### src/rtl/log_unit_param_if.sv
// Shared types and the handshake/bus interface for the log_unit_param logical unit.
// Operand and result vectors use big-endian numbering: bit 0 is the MSB.
package log_unit_pkg;

    typedef enum logic [3:0] {
        OP_AND                    = 4'd0,
        OP_OR                     = 4'd1,
        OP_XOR                    = 4'd2,
        OP_NAND                   = 4'd3,
        OP_NOR                    = 4'd4,
        OP_EQUIVALENT             = 4'd5,
        OP_AND_COMPLEMENT         = 4'd6,
        OP_OR_COMPLEMENT          = 4'd7,
        OP_EXTEND_SIGN_BYTE       = 4'd8,
        OP_EXTEND_SIGN_HALFWORD   = 4'd9,
        OP_EXTEND_SIGN_WORD       = 4'd10,
        OP_COUNT_LEADING_ZEROS    = 4'd11,
        OP_POPULATION_COUNT_BYTES = 4'd12
    } log_op_t;

    typedef struct packed {
        log_op_t op;
        logic    alter_CR0;
    } log_decode_t;

    typedef struct packed {
        logic lt;
        logic gt;
        logic eq;
        logic so;
    } cr0_t;

    typedef struct packed {
        cr0_t       CR0;
        logic       CR0_valid;
        logic [2:0] xer;
        logic       xer_valid;
    } cond_exception_t;

endpackage

interface log_unit_param_if
    import log_unit_pkg::*;
#(
    parameter int RS_ID_WIDTH = 5,
    parameter int DATA_WIDTH  = 32
) ();

    logic                   input_valid;
    logic                   input_ready;
    logic [RS_ID_WIDTH-1:0] rs_id_in;
    logic [4:0]             result_reg_addr_in;
    logic [0:DATA_WIDTH-1]  op1;
    logic [0:DATA_WIDTH-1]  op2;
    logic                   so;
    log_decode_t            control;

    logic                   output_valid;
    logic                   output_ready;
    logic [RS_ID_WIDTH-1:0] rs_id_out;
    logic [4:0]             result_reg_addr_out;
    logic [0:DATA_WIDTH-1]  result;
    cond_exception_t        cr0_xer;

    modport master (
        output input_valid, rs_id_in, result_reg_addr_in, op1, op2, so, control, output_ready,
        input  input_ready, output_valid, rs_id_out, result_reg_addr_out, result, cr0_xer
    );

    modport slave (
        input  input_valid, rs_id_in, result_reg_addr_in, op1, op2, so, control, output_ready,
        output input_ready, output_valid, rs_id_out, result_reg_addr_out, result, cr0_xer
    );

endinterface

### src/rtl/log_unit_param.sv
// Pipelined logical unit: bitwise ops, sign extension, count-leading-zeros, CR0 generation.
// Optional feature macro: LOG_UNIT_POPCNT_EN enables POPULATION_COUNT_BYTES.
module log_unit_param
    import log_unit_pkg::*;
#(
    parameter int RS_ID_WIDTH = 5,
    parameter int DATA_WIDTH  = 32,
    parameter int STAGES      = 3
) (
    input  logic             clk,
    input  logic             rst,
    input  logic             flush,
    log_unit_param_if.slave  bus
);

    localparam int CW = $clog2(DATA_WIDTH + 1);

    logic [0:DATA_WIDTH-1] w_ext_b;
    logic [0:DATA_WIDTH-1] w_ext_h;
    logic [0:DATA_WIDTH-1] w_ext_w;
    logic [CW-1:0]         w_clz;
    logic [0:DATA_WIDTH-1] w_res;
    cond_exception_t       w_cr;
    logic [STAGES-1:0]     w_ld;

    logic [STAGES-1:0]      r_vld;
    logic [RS_ID_WIDTH-1:0] r_rs_id [STAGES];
    logic [4:0]             r_addr  [STAGES];
    logic [0:DATA_WIDTH-1]  r_res   [STAGES];
    cond_exception_t        r_cr    [STAGES];

    assign w_ext_b = {{(DATA_WIDTH-8){bus.op1[DATA_WIDTH-8]}},   bus.op1[DATA_WIDTH-8:DATA_WIDTH-1]};
    assign w_ext_h = {{(DATA_WIDTH-16){bus.op1[DATA_WIDTH-16]}}, bus.op1[DATA_WIDTH-16:DATA_WIDTH-1]};

    // A 32-bit datapath has no upper word to fill, so the word extension degenerates to a copy.
    generate
        if (DATA_WIDTH == 32) begin : g_extw_pass
            assign w_ext_w = bus.op1;
        end else begin : g_extw_sign
            assign w_ext_w = {{(DATA_WIDTH-32){bus.op1[DATA_WIDTH-32]}},
                              bus.op1[DATA_WIDTH-32:DATA_WIDTH-1]};
        end
    endgenerate

    always_comb begin : p_clz
        logic w_hit;
        w_hit = 1'b0;
        w_clz = '0;
        for (int unsigned i = 0; i < DATA_WIDTH; i++) begin
            if (!w_hit) begin
                if (bus.op1[i]) w_hit = 1'b1;
                else            w_clz = w_clz + CW'(1);
            end
        end
    end

`ifdef LOG_UNIT_POPCNT_EN
    logic [0:DATA_WIDTH-1] w_pop;

    always_comb begin
        w_pop = '0;
        for (int unsigned b = 0; b < DATA_WIDTH / 8; b++) begin
            for (int unsigned j = 0; j < 8; j++) begin
                w_pop[8*b +: 8] = w_pop[8*b +: 8] + 8'(bus.op1[8*b + j]);
            end
        end
    end
`endif

    always_comb begin
        w_res = '0;
        case (bus.control.op)
            OP_AND:                  w_res = bus.op1 & bus.op2;
            OP_OR:                   w_res = bus.op1 | bus.op2;
            OP_XOR:                  w_res = bus.op1 ^ bus.op2;
            OP_NAND:                 w_res = ~(bus.op1 & bus.op2);
            OP_NOR:                  w_res = ~(bus.op1 | bus.op2);
            OP_EQUIVALENT:           w_res = ~(bus.op1 ^ bus.op2);
            OP_AND_COMPLEMENT:       w_res = bus.op1 & ~bus.op2;
            OP_OR_COMPLEMENT:        w_res = bus.op1 | ~bus.op2;
            OP_EXTEND_SIGN_BYTE:     w_res = w_ext_b;
            OP_EXTEND_SIGN_HALFWORD: w_res = w_ext_h;
            OP_EXTEND_SIGN_WORD:     w_res = w_ext_w;
            OP_COUNT_LEADING_ZEROS:  w_res = DATA_WIDTH'(w_clz);
`ifdef LOG_UNIT_POPCNT_EN
            OP_POPULATION_COUNT_BYTES: w_res = w_pop;
`endif
            default:                 w_res = '0;
        endcase
    end

    always_comb begin
        w_cr           = '0;
        w_cr.CR0.lt    = w_res[0];
        w_cr.CR0.eq    = (w_res == '0);
        w_cr.CR0.gt    = !w_res[0] && (w_res != '0);
        w_cr.CR0.so    = bus.so;
        w_cr.CR0_valid = bus.control.alter_CR0;
    end

    // A stage may load when it or any stage downstream of it is empty, or the sink is taking a result.
    always_comb begin : p_ld
        logic w_room;
        w_room = bus.output_ready;
        w_ld   = '0;
        for (int unsigned k = 0; k < STAGES; k++) begin
            w_room                 = w_room || !r_vld[STAGES-1-k];
            w_ld[STAGES-1-k]       = w_room;
        end
    end

    always_ff @(posedge clk or negedge rst) begin
        if (!rst) begin
            r_vld <= '0;
            for (int unsigned k = 0; k < STAGES; k++) begin
                r_rs_id[k] <= '0;
                r_addr[k]  <= '0;
                r_res[k]   <= '0;
                r_cr[k]    <= '0;
            end
        end else begin
            if (w_ld[0]) begin
                r_vld[0]   <= bus.input_valid;
                r_rs_id[0] <= bus.rs_id_in;
                r_addr[0]  <= bus.result_reg_addr_in;
                r_res[0]   <= w_res;
                r_cr[0]    <= w_cr;
            end
            for (int unsigned k = 1; k < STAGES; k++) begin
                if (w_ld[k]) begin
                    r_vld[k]   <= r_vld[k-1];
                    r_rs_id[k] <= r_rs_id[k-1];
                    r_addr[k]  <= r_addr[k-1];
                    r_res[k]   <= r_res[k-1];
                    r_cr[k]    <= r_cr[k-1];
                end
            end
            if (flush) begin
                r_vld <= '0;
            end
        end
    end

    assign bus.input_ready         = w_ld[0] && !flush;
    assign bus.output_valid        = r_vld[STAGES-1];
    assign bus.rs_id_out           = r_rs_id[STAGES-1];
    assign bus.result_reg_addr_out = r_addr[STAGES-1];
    assign bus.result              = r_res[STAGES-1];
    assign bus.cr0_xer             = r_cr[STAGES-1];

endmodule
### src/flat_wrapper.sv
// flat-port wrapper written by rule: the top's interface ports become plain ports
module log_unit_param_flat import log_unit_pkg::*;
#(
    parameter int RS_ID_WIDTH = 5,
    parameter int DATA_WIDTH  = 32,
    parameter int STAGES      = 3
)
  (clk, rst, flush, bus_input_valid, bus_rs_id_in, bus_result_reg_addr_in, bus_op1, bus_op2, bus_so, bus_control, bus_output_ready, bus_input_ready, bus_output_valid, bus_rs_id_out, bus_result_reg_addr_out, bus_result, bus_cr0_xer);
  log_unit_param_if #(.RS_ID_WIDTH(RS_ID_WIDTH), .DATA_WIDTH(DATA_WIDTH)) bus_i ();
  input  logic clk;
  input  logic rst;
  input  logic flush;
  input wire logic [$bits(bus_i.input_valid)-1:0] bus_input_valid;
  input wire logic [$bits(bus_i.rs_id_in)-1:0] bus_rs_id_in;
  input wire logic [$bits(bus_i.result_reg_addr_in)-1:0] bus_result_reg_addr_in;
  input wire logic [$bits(bus_i.op1)-1:0] bus_op1;
  input wire logic [$bits(bus_i.op2)-1:0] bus_op2;
  input wire logic [$bits(bus_i.so)-1:0] bus_so;
  input wire logic [$bits(bus_i.control)-1:0] bus_control;
  input wire logic [$bits(bus_i.output_ready)-1:0] bus_output_ready;
  output wire logic [$bits(bus_i.input_ready)-1:0] bus_input_ready;
  output wire logic [$bits(bus_i.output_valid)-1:0] bus_output_valid;
  output wire logic [$bits(bus_i.rs_id_out)-1:0] bus_rs_id_out;
  output wire logic [$bits(bus_i.result_reg_addr_out)-1:0] bus_result_reg_addr_out;
  output wire logic [$bits(bus_i.result)-1:0] bus_result;
  output wire logic [$bits(bus_i.cr0_xer)-1:0] bus_cr0_xer;
  assign bus_i.input_valid = bus_input_valid;
  assign bus_i.rs_id_in = bus_rs_id_in;
  assign bus_i.result_reg_addr_in = bus_result_reg_addr_in;
  assign bus_i.op1 = bus_op1;
  assign bus_i.op2 = bus_op2;
  assign bus_i.so = bus_so;
  assign bus_i.control = bus_control;
  assign bus_i.output_ready = bus_output_ready;
  assign bus_input_ready = bus_i.input_ready;
  assign bus_output_valid = bus_i.output_valid;
  assign bus_rs_id_out = bus_i.rs_id_out;
  assign bus_result_reg_addr_out = bus_i.result_reg_addr_out;
  assign bus_result = bus_i.result;
  assign bus_cr0_xer = bus_i.cr0_xer;
  log_unit_param #(.RS_ID_WIDTH(RS_ID_WIDTH), .DATA_WIDTH(DATA_WIDTH), .STAGES(STAGES)) u_core (.clk(clk), .rst(rst), .flush(flush), .bus(bus_i));
endmodule
### config.mk
export PLATFORM = sky130hd
export DESIGN_NAME = log_unit_param_flat
export DESIGN_NICKNAME = d
export VERILOG_FILES = /design/src/rtl/log_unit_param_if.sv /design/src/rtl/log_unit_param.sv /design/src/flat_wrapper.sv
export SDC_FILE = /design/constraint.sdc
export NUM_CORES = 1
export LEC_CHECK = 0
export CAP_MARGIN = 25
export CORE_MARGIN = 10
export CORE_UTILIZATION = 55
export CTS_BUF_LIST = sky130_fd_sc_hd__clkbuf_8 sky130_fd_sc_hd__clkbuf_16
export DETAILED_ROUTE_END_ITERATION = 8
export DONT_BUFFER_PORTS = 1
export PLACE_DENSITY = 0.72
export SLEW_MARGIN = 10
export SYNTH_ARGS = -nofsm -noshare
export SYNTH_HDL_FRONTEND = slang
export SYNTH_SLANG_ARGS = --single-unit
### constraint.sdc
create_clock -name clk -period 5.2 [get_ports clk]
set_clock_uncertainty 0.05 [all_clocks]
set_input_delay 0.78 -clock clk [delete_from_list [all_inputs] [get_ports clk]]
set_output_delay 0.78 -clock clk [all_outputs]
set_load 0.01 [all_outputs]
==> impl_metrics.json <==
{
  "numCtsBuffers": 17,
  "antenna_found_initial": 0,
  "critical_path_class": "primary input to register",
  "min_period_over_period": 2.59,
  "violations": "setup timing",
  "p_clk_frac": 0.400,
  "total_power_mw": 3.43,
  "synth_top_flop_cell": "dfrtp_1",
  "via_per_inst": 5.97,
  "maxSlewHeadroom": 0.348,
  "finalMaxSlewViolations": 0,
  "leakage_nw": 7.78,
  "syn-cell-area_um2": 13400,
  "slowest_stage": "ha_1",
  "synthCells": 1643,
  "grt.overflow.total": 0,
  "ff_latch_area_um2": 3530,
  "final-setup-viol-count": 7,
  "max_freq_mhz": 74.4,
  "cp_common_cell": "buf_4",
  "clkSinkCount": 141,
  "num_vias": 12900,
  "clkTransAtPathRegs_ns": 0.06,
  "cellInternalPower_mw": 2.49,
  "switching_share": 0.274,
  "clock_path_buffers": 2,
  "cp_max_fo": 8,
  "fillCellCount": 1921,
  "max_stage_delay_ns": 0.29,
  "setup_ws_ns": -8.24,
  "wl_mm": 41.4,
  "n_antenna_cell": 0,
  "grt_pass1_wl_mm": 64.0,
  "cp-end-kind": "register",
  "dr_wl_met3_mm": 3.47,
  "nets": 2061,
  "multi_input_area_um2": 9250,
  "min_period_ns": 13.44,
  "detail-route-antenna-nets": 0,
  "fin_area_um2": 16300,
  "synthTopCellsByArea": "dfrtp_1 (26%), ha_1 (15%), nand2_1 (7.6%)",
  "yosysTopAreaCell": "dfrtp_1",
  "synth_commonest_cells": "nand2_1 (271), ha_1 (156), nor2_1 (150)",
  "die_y_um": 176,
  "wl_met1_mm": 16.5,
  "firstDrtPassIters": 6,
  "required_ns": 5.45,
  "synthArstFlopShare": 1.00,
  "max_cap_viol_count": 0,
  "maxUsedRoutingLayer": "met4",
  "yosysTopAreaCellShare": 0.263,
  "ys_seq_elements": 141,
  "dpl_cell_area_um2": 15100,
  "port_buffers": 0,
  "htree_levels": 4,
  "avgSynthCellArea_um2": 8.15,
  "syn_to_final_growth_pct": 22.1,
  "clock-root-buffer": "clkbuf_16",
  "combPwrFrac": 0.216,
  "grt_pass1_vias": 12400,
  "clock_latency_ns": 0.41,
  "track_usage": 0.251,
  "critPathArrivalTime_ns": 13.69,
  "synth_edf_count": 0,
  "ir_drop_uv": 215,
  "drive_gt1_frac": 0.258,
  "start_util": 0.556,
  "coreArea_um2": 24100,
  "drtIter0Drc": 1144,
  "met2_length_mm": 19.7,
  "die_w_um": 176,
  "rows": 57,
  "dpl.hpwl_mm": 29.8,
  "cts_tree": "done",
  "pwr-share-seq": 0.384,
  "drc": 0,
  "rsz0062_at_grt": "true",
  "die-area_um2": 31000,
  "grt_max_degree": 142,
  "hold_viol_final": 0,
  "worst_pin_slew_ns": 0.978,
  "yosysUniqueCellTypes": 85,
  "synth_seq_area_share": 0.263,
  "io_pins": 138,
  "yosys_warnings": 0,
  "powerDensity_nw_per_um2": 210,
  "p_sw_mw": 0.941,
  "wire_per_inst_um": 19.2,
  "synthMostInstantiatedCell": "nand2_1",
  "startpoint_type": "primary input",
  "outcome": "finished, violations left",
  "min_path_type": "primary input to asynchronous set/reset pin",
  "gp_congestion": 0.935
}
[cell families (layout without fill, tap and decap cells)]
| kind of cell | count (synthesis) | after routing | synth area share |
|---|---|---|---|
| and+or+nand+nor | 595 | 595 | 0.205 |
| AOI/OAI and AO/OA | 384 | 384 | 0.186 |
| buffers and inverters | 217 | 404 | 0.0767 |
| adders and majority gates | 157 | 157 | 0.146 |
| DFF | 141 | 141 | 0.263 |
| muxes | 85 | 85 | 0.0694 |
| xor gates and xnor gates | 63 | 63 | 0.0526 |
| other | 1 | 4 | 0.000280 |
[power by group through the flow]
stage | combinational [mW] | clock, mW | sequential, mW
floorplan | 0.562 | 0 | 1.28
global placement | 0.641 | 0 | 1.33
detailed placement | 0.669 | 0 | 1.34
CTS | 0.692 | 1.38 | 1.32
global route | 0.814 | 1.43 | 1.33
finish | 0.742 | 1.37 | 1.32
[worst max-delay path: cells and delay by family]
family / cells / cell delay, ns
XOR/XNOR: 4 / 0.60
multiplexers: 6 / 0.90
AO/OA/AOI/OAI: 23 / 3.58
AND/OR/NAND/NOR: 20 / 2.14
buffers and inverters: 19 / 2.20
adder cells (fa/ha/maj): 14 / 3.48
[cells in the final DEF, fill, tap and decap left out, drive strengths merged, types with 7 or more instances in the layout]
cell type / Yosys / layout
a221o: 7 / 7
mux2: 53 / 53
ha: 156 / 156
o221ai: 7 / 7
o22ai: 23 / 23
clkbuf: 65 / 18
nand4: 18 / 18
a221oi: 9 / 9
nor4: 9 / 9
and2: 10 / 10
xnor2: 33 / 33
inv: 87 / 90
a211oi: 25 / 25
nor2: 153 / 153
o2111ai: 8 / 8
o211ai: 22 / 22
nand2b: 12 / 12
nand3: 31 / 31
nor3: 31 / 31
mux2i: 31 / 31
dfrtp: 141 / 141
a21oi: 114 / 114
nor2b: 21 / 21
a22oi: 25 / 25
o21ai: 81 / 81
nor3b: 10 / 10
xor2: 24 / 24
a21o: 8 / 8
nand2: 273 / 273
buf: 65 / 284
[state kept, by name, indices dropped and copies added, names as in the netlist]
name,flops
u_core.r_res,62
u_core.bus.result,31
u_core.r_addr,10
u_core.r_cr,10
u_core.r_rs_id,10
u_core.bus.cr0_xer,5
u_core.bus.result_reg_addr_out,5
u_core.bus.rs_id_out,5
u_core.r_vld,3
[per-layer routing]
layer,global-route usage,vias up
li1,-,6062
met1,0.300,6195
met2,0.421,513
met3,0.0598,107
met4,0.113,0
met5,0,-
[cell type report]
type,count,area share
inverters,87,0.0206
well taps,324,0.0248
multi-input cells,1288,0.566
clock buffers,18,0.0269
clock inverters,14,0.0147
flip-flops and latches,141,0.216
repair buffers,285,0.131
[stage by stage]
step / instances / util / setup WS (ns) / hold WS (ns) / TNS, ns
6_report: 2157 / 0.678 / -8.24 / 0.0169 / -56.36
5_1_grt: 2157 / 0.678 / -9.07 / 0.000819 / -61.87
4_1_cts: 2146 / 0.666 / -7.86 / 0.00393 / -53.95
3_5_place_dp: 2086 / 0.627 / -8.77 / 0.406 / -60.11
3_3_place_gp: 2085 / 0.626 / -8.21 / 0.395 / -56.27
2_1_floorplan: 1646 / - / -8.14 / 0.383 / -54.59
[final timing paths]
path	slack [ns]	cells past startpoint	from	to
setup / recovery	-8.24	86	bus_op1[30]	u_core.r_cr[24]
hold / removal	0.02	0	rst	u_core.bus.result[6]
setup reg to reg	2.88	9	u_core.r_vld[2]	u_core.r_cr[24]
min in group clk	0.38	1	flush	u_core.r_vld[1]
hold reg to reg	0.42	2	u_core.r_res[45]	u_core.bus.result[18]
max in group asynchronous	3.84	1	rst	u_core.r_res[92]
[repair_timing]
| item | 4_1_cts | 5_1_grt |
|---|---|---|
| setup endpoints to repair | 7 | 7 |
| endpoints found under the hold margin | 0 | 16 |
| pin swaps | 31 | 61 |
| gates resized for setup | 16 | 46 |
| cloned | 0 | 0 |
| hold buffers | 0 | 1 |
| setup buffers | 28 | 10 |
Power figures use the tool's default switching activity.
